[config.mk]
export PLATFORM = sky130hd
export DESIGN_NAME = matmul_sequencer_flat
export DESIGN_NICKNAME = d
export VERILOG_FILES = /design/src/rtl/matmul_pkg.sv /design/src/rtl/matmul_sequencer_if.sv /design/src/rtl/matmul_sequencer.sv /design/src/flat_wrapper.sv
export SDC_FILE = /design/constraint.sdc
export NUM_CORES = 1
export LEC_CHECK = 0
export CAP_MARGIN = 20
export CELL_PAD_IN_SITES_DETAIL_PLACEMENT = 1
export CELL_PAD_IN_SITES_GLOBAL_PLACEMENT = 1
export CORE_MARGIN = 1
export CORE_UTILIZATION = 44
export DETAILED_ROUTE_END_ITERATION = 12
export DONT_BUFFER_PORTS = 1
export PLACE_DENSITY = 0.78
export SKIP_CTS_REPAIR_TIMING = 1
export SLEW_MARGIN = 10
export SYNTH_ARGS = -nofsm -noshare
export SYNTH_HDL_FRONTEND = slang
export SYNTH_SLANG_ARGS = --single-unit
[constraint.sdc]
create_clock -name clk -period 2.08 [get_ports clk]
set_input_delay 0.312 -clock clk [delete_from_list [all_inputs] [get_ports clk]]
set_output_delay 0.312 -clock clk [all_outputs]
set_load 0.1 [all_outputs]
[src/rtl/matmul_pkg.sv]
// Shared constants, FSM encoding and lane-mask helper for the matmul tile sequencer.
package matmul_pkg;

  localparam int unsigned CW          = 5;
  localparam int unsigned FIRST_DRAIN = 5;
  localparam int unsigned LAST_COUNT  = 11;

  typedef enum logic [1:0] {
    StIdle  = 2'd0,
    StRun   = 2'd1,
    StFlush = 2'd2
  } state_e;

  // Lanes of d1..d4 that carry data for anti-diagonal 0..6 (bit0 = d1).
  function automatic logic [3:0] diag_mask(input logic [2:0] diag);
    logic [3:0] mask;
    mask = 4'b0000;
    case (diag)
      3'd0:    mask = 4'b0001;
      3'd1:    mask = 4'b0011;
      3'd2:    mask = 4'b0111;
      3'd3:    mask = 4'b1111;
      3'd4:    mask = 4'b0111;
      3'd5:    mask = 4'b0011;
      3'd6:    mask = 4'b0001;
      default: mask = 4'b0000;
    endcase
    return mask;
  endfunction

endpackage

[src/rtl/matmul_sequencer_if.sv]
// Job handshake, dispatcher control and writeback tagging signals of the matmul sequencer.
interface matmul_sequencer_if;
  import matmul_pkg::*;

  logic          start;
  logic          accumulate;
  logic          ready;
  logic [CW-1:0] count;
  logic          should_add;
  logic          out_valid;
  logic [3:0]    out_mask;
  logic [2:0]    out_diag;
  logic          wb_ready;
  logic          done;

  modport master (
    output start, accumulate, wb_ready,
    input  ready, count, should_add, out_valid, out_mask, out_diag, done
  );

  modport slave (
    input  start, accumulate, wb_ready,
    output ready, count, should_add, out_valid, out_mask, out_diag, done
  );

endinterface

[src/rtl/matmul_sequencer.sv]
// Job-level controller for the 4x4 systolic matmul tile: steps the array, tags each drained
// anti-diagonal for writeback and stalls the step count under writeback backpressure.
module matmul_sequencer
  import matmul_pkg::*;
(
  input logic               clk,
  input logic               rst,
  matmul_sequencer_if.slave bus
);

  localparam logic [CW-1:0] FirstDrain = CW'(FIRST_DRAIN);
  localparam logic [CW-1:0] LastCount  = CW'(LAST_COUNT);

  state_e        state_q, state_d;
  logic [CW-1:0] step_q, step_d;
  logic          should_add_q, should_add_d;
  logic          out_valid_q, out_valid_d;
  logic [3:0]    out_mask_q, out_mask_d;
  logic [2:0]    out_diag_q, out_diag_d;
  logic          done_q, done_d;

  logic          issue;
  logic          wb_accept;
  logic [2:0]    diag_next;

  always_comb begin
    // A held diagonal blocks the next step until writeback takes it.
    issue     = (state_q == StRun) && (!out_valid_q || bus.wb_ready);
    wb_accept = out_valid_q && bus.wb_ready;
    diag_next = 3'(step_q - FirstDrain);

    state_d      = state_q;
    step_d       = step_q;
    should_add_d = should_add_q;
    out_valid_d  = out_valid_q;
    out_mask_d   = out_mask_q;
    out_diag_d   = out_diag_q;
    done_d       = 1'b0;

    unique case (state_q)
      StIdle: begin
        if (bus.start) begin
          state_d      = StRun;
          step_d       = CW'(1);
          should_add_d = bus.accumulate;
        end
      end
      StRun: begin
        if (issue) begin
          step_d = step_q + CW'(1);
          if (step_q == LastCount) state_d = StFlush;
        end
      end
      StFlush: begin
        if (wb_accept) begin
          state_d = StIdle;
          done_d  = 1'b1;
        end
      end
      default: state_d = StIdle;
    endcase

    // Capture and accept on the same edge keeps out_valid high with the next tags.
    if (issue && (step_q >= FirstDrain)) begin
      out_valid_d = 1'b1;
      out_diag_d  = diag_next;
      out_mask_d  = diag_mask(diag_next);
    end else if (wb_accept) begin
      out_valid_d = 1'b0;
    end
  end

  always_ff @(posedge clk) begin
    if (rst) begin
      state_q      <= StIdle;
      step_q       <= '0;
      should_add_q <= 1'b0;
      out_valid_q  <= 1'b0;
      out_mask_q   <= 4'b0000;
      out_diag_q   <= 3'd0;
      done_q       <= 1'b0;
    end else begin
      state_q      <= state_d;
      step_q       <= step_d;
      should_add_q <= should_add_d;
      out_valid_q  <= out_valid_d;
      out_mask_q   <= out_mask_d;
      out_diag_q   <= out_diag_d;
      done_q       <= done_d;
    end
  end

  assign bus.ready      = (state_q == StIdle);
  assign bus.count      = issue ? step_q : '0;
  assign bus.should_add = should_add_q;
  assign bus.out_valid  = out_valid_q;
  assign bus.out_mask   = out_mask_q;
  assign bus.out_diag   = out_diag_q;
  assign bus.done       = done_q;

endmodule

[src/flat_wrapper.sv]
// flat-port wrapper written by rule: the top's interface ports become plain ports
module matmul_sequencer_flat import matmul_pkg::*;
  (clk, rst, bus_start, bus_accumulate, bus_wb_ready, bus_ready, bus_count, bus_should_add, bus_out_valid, bus_out_mask, bus_out_diag, bus_done);
  matmul_sequencer_if bus_i ();
  input logic clk;
  input logic rst;
  input wire logic [$bits(bus_i.start)-1:0] bus_start;
  input wire logic [$bits(bus_i.accumulate)-1:0] bus_accumulate;
  input wire logic [$bits(bus_i.wb_ready)-1:0] bus_wb_ready;
  output wire logic [$bits(bus_i.ready)-1:0] bus_ready;
  output wire logic [$bits(bus_i.count)-1:0] bus_count;
  output wire logic [$bits(bus_i.should_add)-1:0] bus_should_add;
  output wire logic [$bits(bus_i.out_valid)-1:0] bus_out_valid;
  output wire logic [$bits(bus_i.out_mask)-1:0] bus_out_mask;
  output wire logic [$bits(bus_i.out_diag)-1:0] bus_out_diag;
  output wire logic [$bits(bus_i.done)-1:0] bus_done;
  assign bus_i.start = bus_start;
  assign bus_i.accumulate = bus_accumulate;
  assign bus_i.wb_ready = bus_wb_ready;
  assign bus_ready = bus_i.ready;
  assign bus_count = bus_i.count;
  assign bus_should_add = bus_i.should_add;
  assign bus_out_valid = bus_i.out_valid;
  assign bus_out_mask = bus_i.out_mask;
  assign bus_out_diag = bus_i.out_diag;
  assign bus_done = bus_i.done;
  matmul_sequencer u_core (.clk(clk), .rst(rst), .bus(bus_i));
endmodule
---- After elaboration in Yosys (flattened, before gate mapping) ----
Index checks and enable logic that the tools add are counted.
storage, ports and cells
  flip-flop bits (word level) ............. 17
  output and inout port bits .............. 16
  word-level logic and storage cells ...... 53
cells by class
  add/subtract/negate cells ............... 2
  $lt $le $gt $ge ......................... 1
  eq/ne operators ......................... 13
  muxes and demuxes ....................... 13
  bitwise operators ....................... 1
  reductions and logical operators ........ 16
operators with widths
  kind                   number
  $pmux W4 S4            1
  $mux W5                3
  $pmux W5 S2            1
  $eq A3 B3 Y1 const B   3
  $mux W2                4
  $reduce_or A2 Y1       4
  $eq A3 B2 Y1 const B   2
  $pmux W2 S3            1
  $add A5 B1 Y5 const B  1
  $eq A5 B4 Y1 const B   1
  $ge A5 B3 Y1 const B   1
  $ne A2 B1 Y1 const B   2
  $ne A2 B2 Y1 const B   2
  $reduce_and A4 Y1      1
  $reduce_bool A2 Y1     2
  $eq A3 B1 Y1 const B   1
  $logic_and A1 B1 Y1    3
  $logic_not A3 Y1       1
  $mux W1                3
  $reduce_and A3 Y1      1
  $sub A3 B3 Y3 const B  1
  $eq A2 B1 Y1 const B   1
  $eq A2 B2 Y1 const B   1
  $logic_not A2 Y1       1
  4 further kinds        4

---- Depth between registers and ports, before layout ----
  depth after elaboration ................. 5
  mapped depth ............................ 6
  mapped depth without buffers ............ 6

---- Worst setup path before layout ----
No wires, ideal clock.
  kind .................................... register -> output
  start point ............................. reg u_core.out_valid_q (netlist: u_core.bus.out_valid)
  end point ............................... out bus_count[0]
  arrival time ............................ 3.152 ns
  data required time ...................... 1.768 ns
  path slack .............................. -1.384 ns
  cell stages (with the launch flop) ...... 4
  cells stage by stage .................... dfxtp_1 > nor2b_4 > buf_6 > nor3_1
between the ends
  word-level cells in the longest chain between the ends .. 4
RTL lines
  what                      RTL line                text
  start: declaration        matmul_sequencer.sv:17  logic out_valid_q, out_valid_d;
  start signal: assignment  matmul_sequencer.sv:86  out_valid_q <= out_valid_d;
  $logic_not A1 Y1          matmul_sequencer.sv:28  issue = (state_q == StRun) && (!out_valid_q || bus.wb_ready);
  $logic_or A1 B1 Y1        matmul_sequencer.sv:28
  $logic_and A1 B1 Y1       matmul_sequencer.sv:28
  $mux W5                   matmul_sequencer.sv:94  assign bus.count = issue ? step_q : '0;
  end: declaration          flat_wrapper.sv:11      output wire logic [$bits(bus_i.count)-1:0] bus_count;
No other way between the ends.

---- Worst setup path in the final report ----
  start point ............................. reg u_core.step_q[1]
  end point ............................... reg u_core.out_mask_q[0] (netlist: u_core.bus.out_mask[0])
between the ends
  word-level cells in the longest chain between the ends .. 4
  elaborated cells between the ends (all ways) .. 14
RTL lines
  what                                  RTL line                text
  start: declaration                    matmul_sequencer.sv:15  logic [CW-1:0] step_q, step_d;
  start signal: assignment              matmul_sequencer.sv:84  step_q <= step_d;
  $sub A3 B3 Y3                         matmul_sequencer.sv:30  diag_next = 3'(step_q - FirstDrain);
  $eq A3 B3 Y1 (tied with other cells)  matmul_pkg.sv:18        case (diag)
  $reduce_or A2 Y1 (no source line)     --
  $pmux W4 S4                           matmul_pkg.sv:18
  end signal: assignment                matmul_sequencer.sv:87  out_mask_q <= out_mask_d;
  end: declaration                      matmul_sequencer.sv:18  logic [3:0] out_mask_q, out_mask_d;
Several ways; a longest one is shown, not always the timed one.
A chain may end at the register's enable or synchronous reset.

==> results.md <==
- The run finished with clean final reports.
- The average wire length per cell after detail routing is approximately 16 um.
- The data arrival time of the critical path is 2.16 ns.
- The count of clock tree sinks is 17.
- The floorplan step defined a die boundary enclosing about 0.0023 mm2.
- STA classifies the critical path endpoint as a flip-flop.
- Across the routed clock network, the largest skew measured is 0.00170 ns.
- The post-route netlist has around 25% of its cells at a drive strength greater than 1.
- Buffers placed on the I/O ports in this run total 0.
- Final hold analysis gives a worst-case slack of 0.0694 ns.
- The number of pins exceeding their max-slew limit in the final report is 0.
- The die is roughly 48 um wide.
- The most used flip-flop cell after synthesis is sky130_fd_sc_hd__dfxtp_1.
- The first detailed-routing pass ran for 4 iterations.
- Pin placement for this block handled 21 I/O pins.
- Of the post-synthesis cell area, the dominant cell type holds ~37%.
- The final instance area is roughly 0.0011 mm2.
- The number of hold-slack violations in the final timing report came to 0.
- The library cell used most frequently in the layout, excluding fill and tap cells, is sky130_fd_sc_hd__dfxtp_1.
- The number of nets in the layout is 130.
- Prior to clock tree synthesis, the placed netlist has a worst setup slack of between 0.08 and 0.09 ns.
- Sequential elements use a little under two fifths of the synthesized area.
- The clock buffer count from CTS is 3.
- Across the run, the number of max-cap violations was 0.
- Across the whole layout, storage elements account for between 300 and 400 um2.
- The Yosys warning count is 0.
- Counting the fill cells in the layout gives between 200 and 250.
- The number of standard-cell rows in the floorplan is 16.
- The worst-case IR drop observed on VDD is ~430 uV.
- The transition time at the pin with the least slew margin is a little under 0.5 ns.
- After synthesis the netlist holds a flip-flop and latch count of 17.
- The leading area contributor after synthesis is sky130_fd_sc_hd__dfxtp_1.
- The standard cell core area is between 0.0015 and 0.002 mm2.
- Summing all multi-input logic gate instances after layout gives approximately 570 um2.
- The final period demand of the worst path is around 2.0 ns.
- The final critical-path setup slack is ~0.085 ns.
- The data required time at the worst endpoint is roughly 2.3 ns.
- Setup repair after global routing left no endpoint under its margin.
- The first routing iteration left 9 violations.
- The total global routing track utilization is 23.4%.
- The count of inserted antenna diode cells is 0.
- Relative to the synthesized area, the layout overhead comes to 25.0%.
- Ranked by total cell area, the synthesized netlist is headed by sky130_fd_sc_hd__dfxtp_1 (37%), sky130_fd_sc_hd__ha_1 (8.2%), sky130_fd_sc_hd__a21oi_1 (4.9%).
- The worst setup path is launched from a flip-flop.
- The leakage power of the design is between 0.4 and 0.5 nW.
- After detailed routing, the number of vias per cell comes to around 5.7.
- Summed over all nets, the half-perimeter wirelength after detailed placement is between 1500 and 2000 um.
- At the later pin of the worst-skew pair, clock insertion delay measures 0.30 ns.
- The routability congestion estimate from global placement is 0.819.
- The count of nets left with antenna violations once routing finished came out at 0.
- The initial core utilization is ~47%.
- The tree is rooted in a sky130_fd_sc_hd__clkbuf_4.
- The clock tree from TritonCTS is yes.
- The cell count after synthesis is ~100.
- For this run the aggregate overflow at the end of global routing stands at 0.
- After synthesis the cells add up to 920 um2.
- After detailed routing, the number of remaining DRC violations is 0.
- Setup violations remaining at the end of the flow were counted as 0.
- The average size of a mapped cell is between 8 and 9 um2.
- In this run the deepest clock path goes through 2 buffers.
- The total power divided by cell area is roughly 560 mW/mm2.
- The number of nets handed over by synthesis was 114.
- The synthesized design contains 0 enable-type register cells.
- By startpoint and endpoint, the worst setup path is classified as reg -> reg.
- The height of the die is roughly 48 um.
- The number of global-route vias before repair is about 800.
- Clock-pin slew was measured on the worst setup and hold paths at approximately 0.10 ns.
- The largest driver fanout on the critical path is 8.
- In this run the worst hold path is classified as in -> reg.
- The headroom to the max-slew limit is around two thirds.
- In this run the number of H-tree levels came out at 1.
- The total number of vias is about 830.
- The number of antenna violations at the first check in global routing is 0.
- The final total negative setup slack is 0 ns.
- Of the available clock period, the critical path in the final layout requires between 90% and 100%.
- In the layout the commonest cells are sky130_fd_sc_hd__dfxtp_1 (15), sky130_fd_sc_hd__buf_4 (14), sky130_fd_sc_hd__a21oi_1 (9).
- The register-to-register path setup slack is 0.08 ns.
- Static timing analysis puts the maximum clock frequency at 501 MHz.
- The global-route wire length before repair is around 3600 um.
- The routed design has around 2400 um of wire.
- The maximum number of pins on one net before global-route repair is 18.
- The synthesized netlist contains 37 unique library cells.
- Summing all placed instances gives a cell area of 0.00111 mm2.
- The share of synthesized flip-flops with an asynchronous set or reset is 0%.
## cells in the mapped netlist (2+ instances only)
| cell | instances |
|---|---|
| sky130_fd_sc_hd__mux2i_1 | 2 |
| sky130_fd_sc_hd__xor2_1 | 4 |
| sky130_fd_sc_hd__and2_1 | 2 |
| sky130_fd_sc_hd__inv_1 | 3 |
| sky130_fd_sc_hd__ha_1 | 6 |
| sky130_fd_sc_hd__a211oi_1 | 4 |
| sky130_fd_sc_hd__nand4_1 | 3 |
| sky130_fd_sc_hd__a2111oi_0 | 2 |
| sky130_fd_sc_hd__and3_1 | 3 |
| sky130_fd_sc_hd__nor3_1 | 8 |
| sky130_fd_sc_hd__clkbuf_1 | 3 |
| sky130_fd_sc_hd__dfxtp_1 | 17 |
| sky130_fd_sc_hd__nand3_1 | 2 |
| sky130_fd_sc_hd__nor3b_1 | 2 |
| sky130_fd_sc_hd__o21ai_0 | 4 |
| sky130_fd_sc_hd__a21oi_1 | 9 |
| sky130_fd_sc_hd__nor2_1 | 8 |
| sky130_fd_sc_hd__nand2b_1 | 2 |
## area by class of cell
| type | count | area share, % |
|---|---|---|
| clock buffers | 4 | 2.29 |
| multi-input cells | 77 | 49.6 |
| repair buffers | 17 | 14.4 |
| flip-flops and latches | 17 | 29.8 |
| inverters | 3 | 0.979 |
| well taps | 27 | 2.94 |
## power breakdown
group	leakage (nW)	internal, mW	switching (mW)
clock network	0.0150	0.0748	0.109
registers	0.139	0.331	0.0111
logic	0.296	0.0380	0.0838
total	0.450	0.444	0.204
## sequential cells by signal, indices dropped and copies added (netlist names)
signal,flops
u_core.step_q,5
u_core.bus.out_mask,4
u_core.bus.out_diag,3
u_core.bus.out_valid,1
u_core.bus.done,1
u_core.bus.should_add,1
u_core.state_q,2
## routing by layer
layer	GRT usage [%]	part of all wire (%)	routed length, um
met5	0	0	0
met4	12.2	2.9	69
met3	6.04	4.5	108
met2	37.6	52	1230
met1	28.7	41	978
## worst max-delay path, stage by stage, from the launching register on
cell,delay (ns)
sky130_fd_sc_hd__dfxtp_2,0.44
sky130_fd_sc_hd__inv_1,0.15
sky130_fd_sc_hd__ha_1,0.25
sky130_fd_sc_hd__or4_1,0.64
sky130_fd_sc_hd__a21oi_1,0.27
sky130_fd_sc_hd__a211oi_1,0.11
## cells by family after synthesis
kind of cell	count (synthesis)	share of synthesized area, %
flops	17	37.0
xor+xnor	4	3.81
mux	2	2.18
fa+ha+maj	6	8.16
simple gates	43	29.5
buf+inv	9	4.62
compound gates	22	14.7
## path summary, 6_finish.rpt
path | start | to | cells after the start
setup / recovery | u_core.step_q[1]$_SDFFE_PP0P_ | u_core.bus.out_mask[0]$_SDFFE_PP0P_ | 5
hold / removal | rst | u_core.step_q[1]$_SDFFE_PP0P_ | 1
setup reg to reg | u_core.step_q[1]$_SDFFE_PP0P_ | u_core.bus.out_mask[0]$_SDFFE_PP0P_ | 5
hold reg to reg | u_core.bus.out_valid$_SDFFE_PP0P_ | u_core.bus.done$_SDFF_PP0_ | 2
## per-stage QoR
step	util (%)	total power, mW	instances
CTS	58.1	0.650	145
global route	58.6	0.678	145
global placement	56.8	0.461	141
detailed placement	56.8	0.467	141
finish	58.6	0.648	145
floorplan	-	0.444	103
Note: power is estimated with default switching activity, not from simulation.
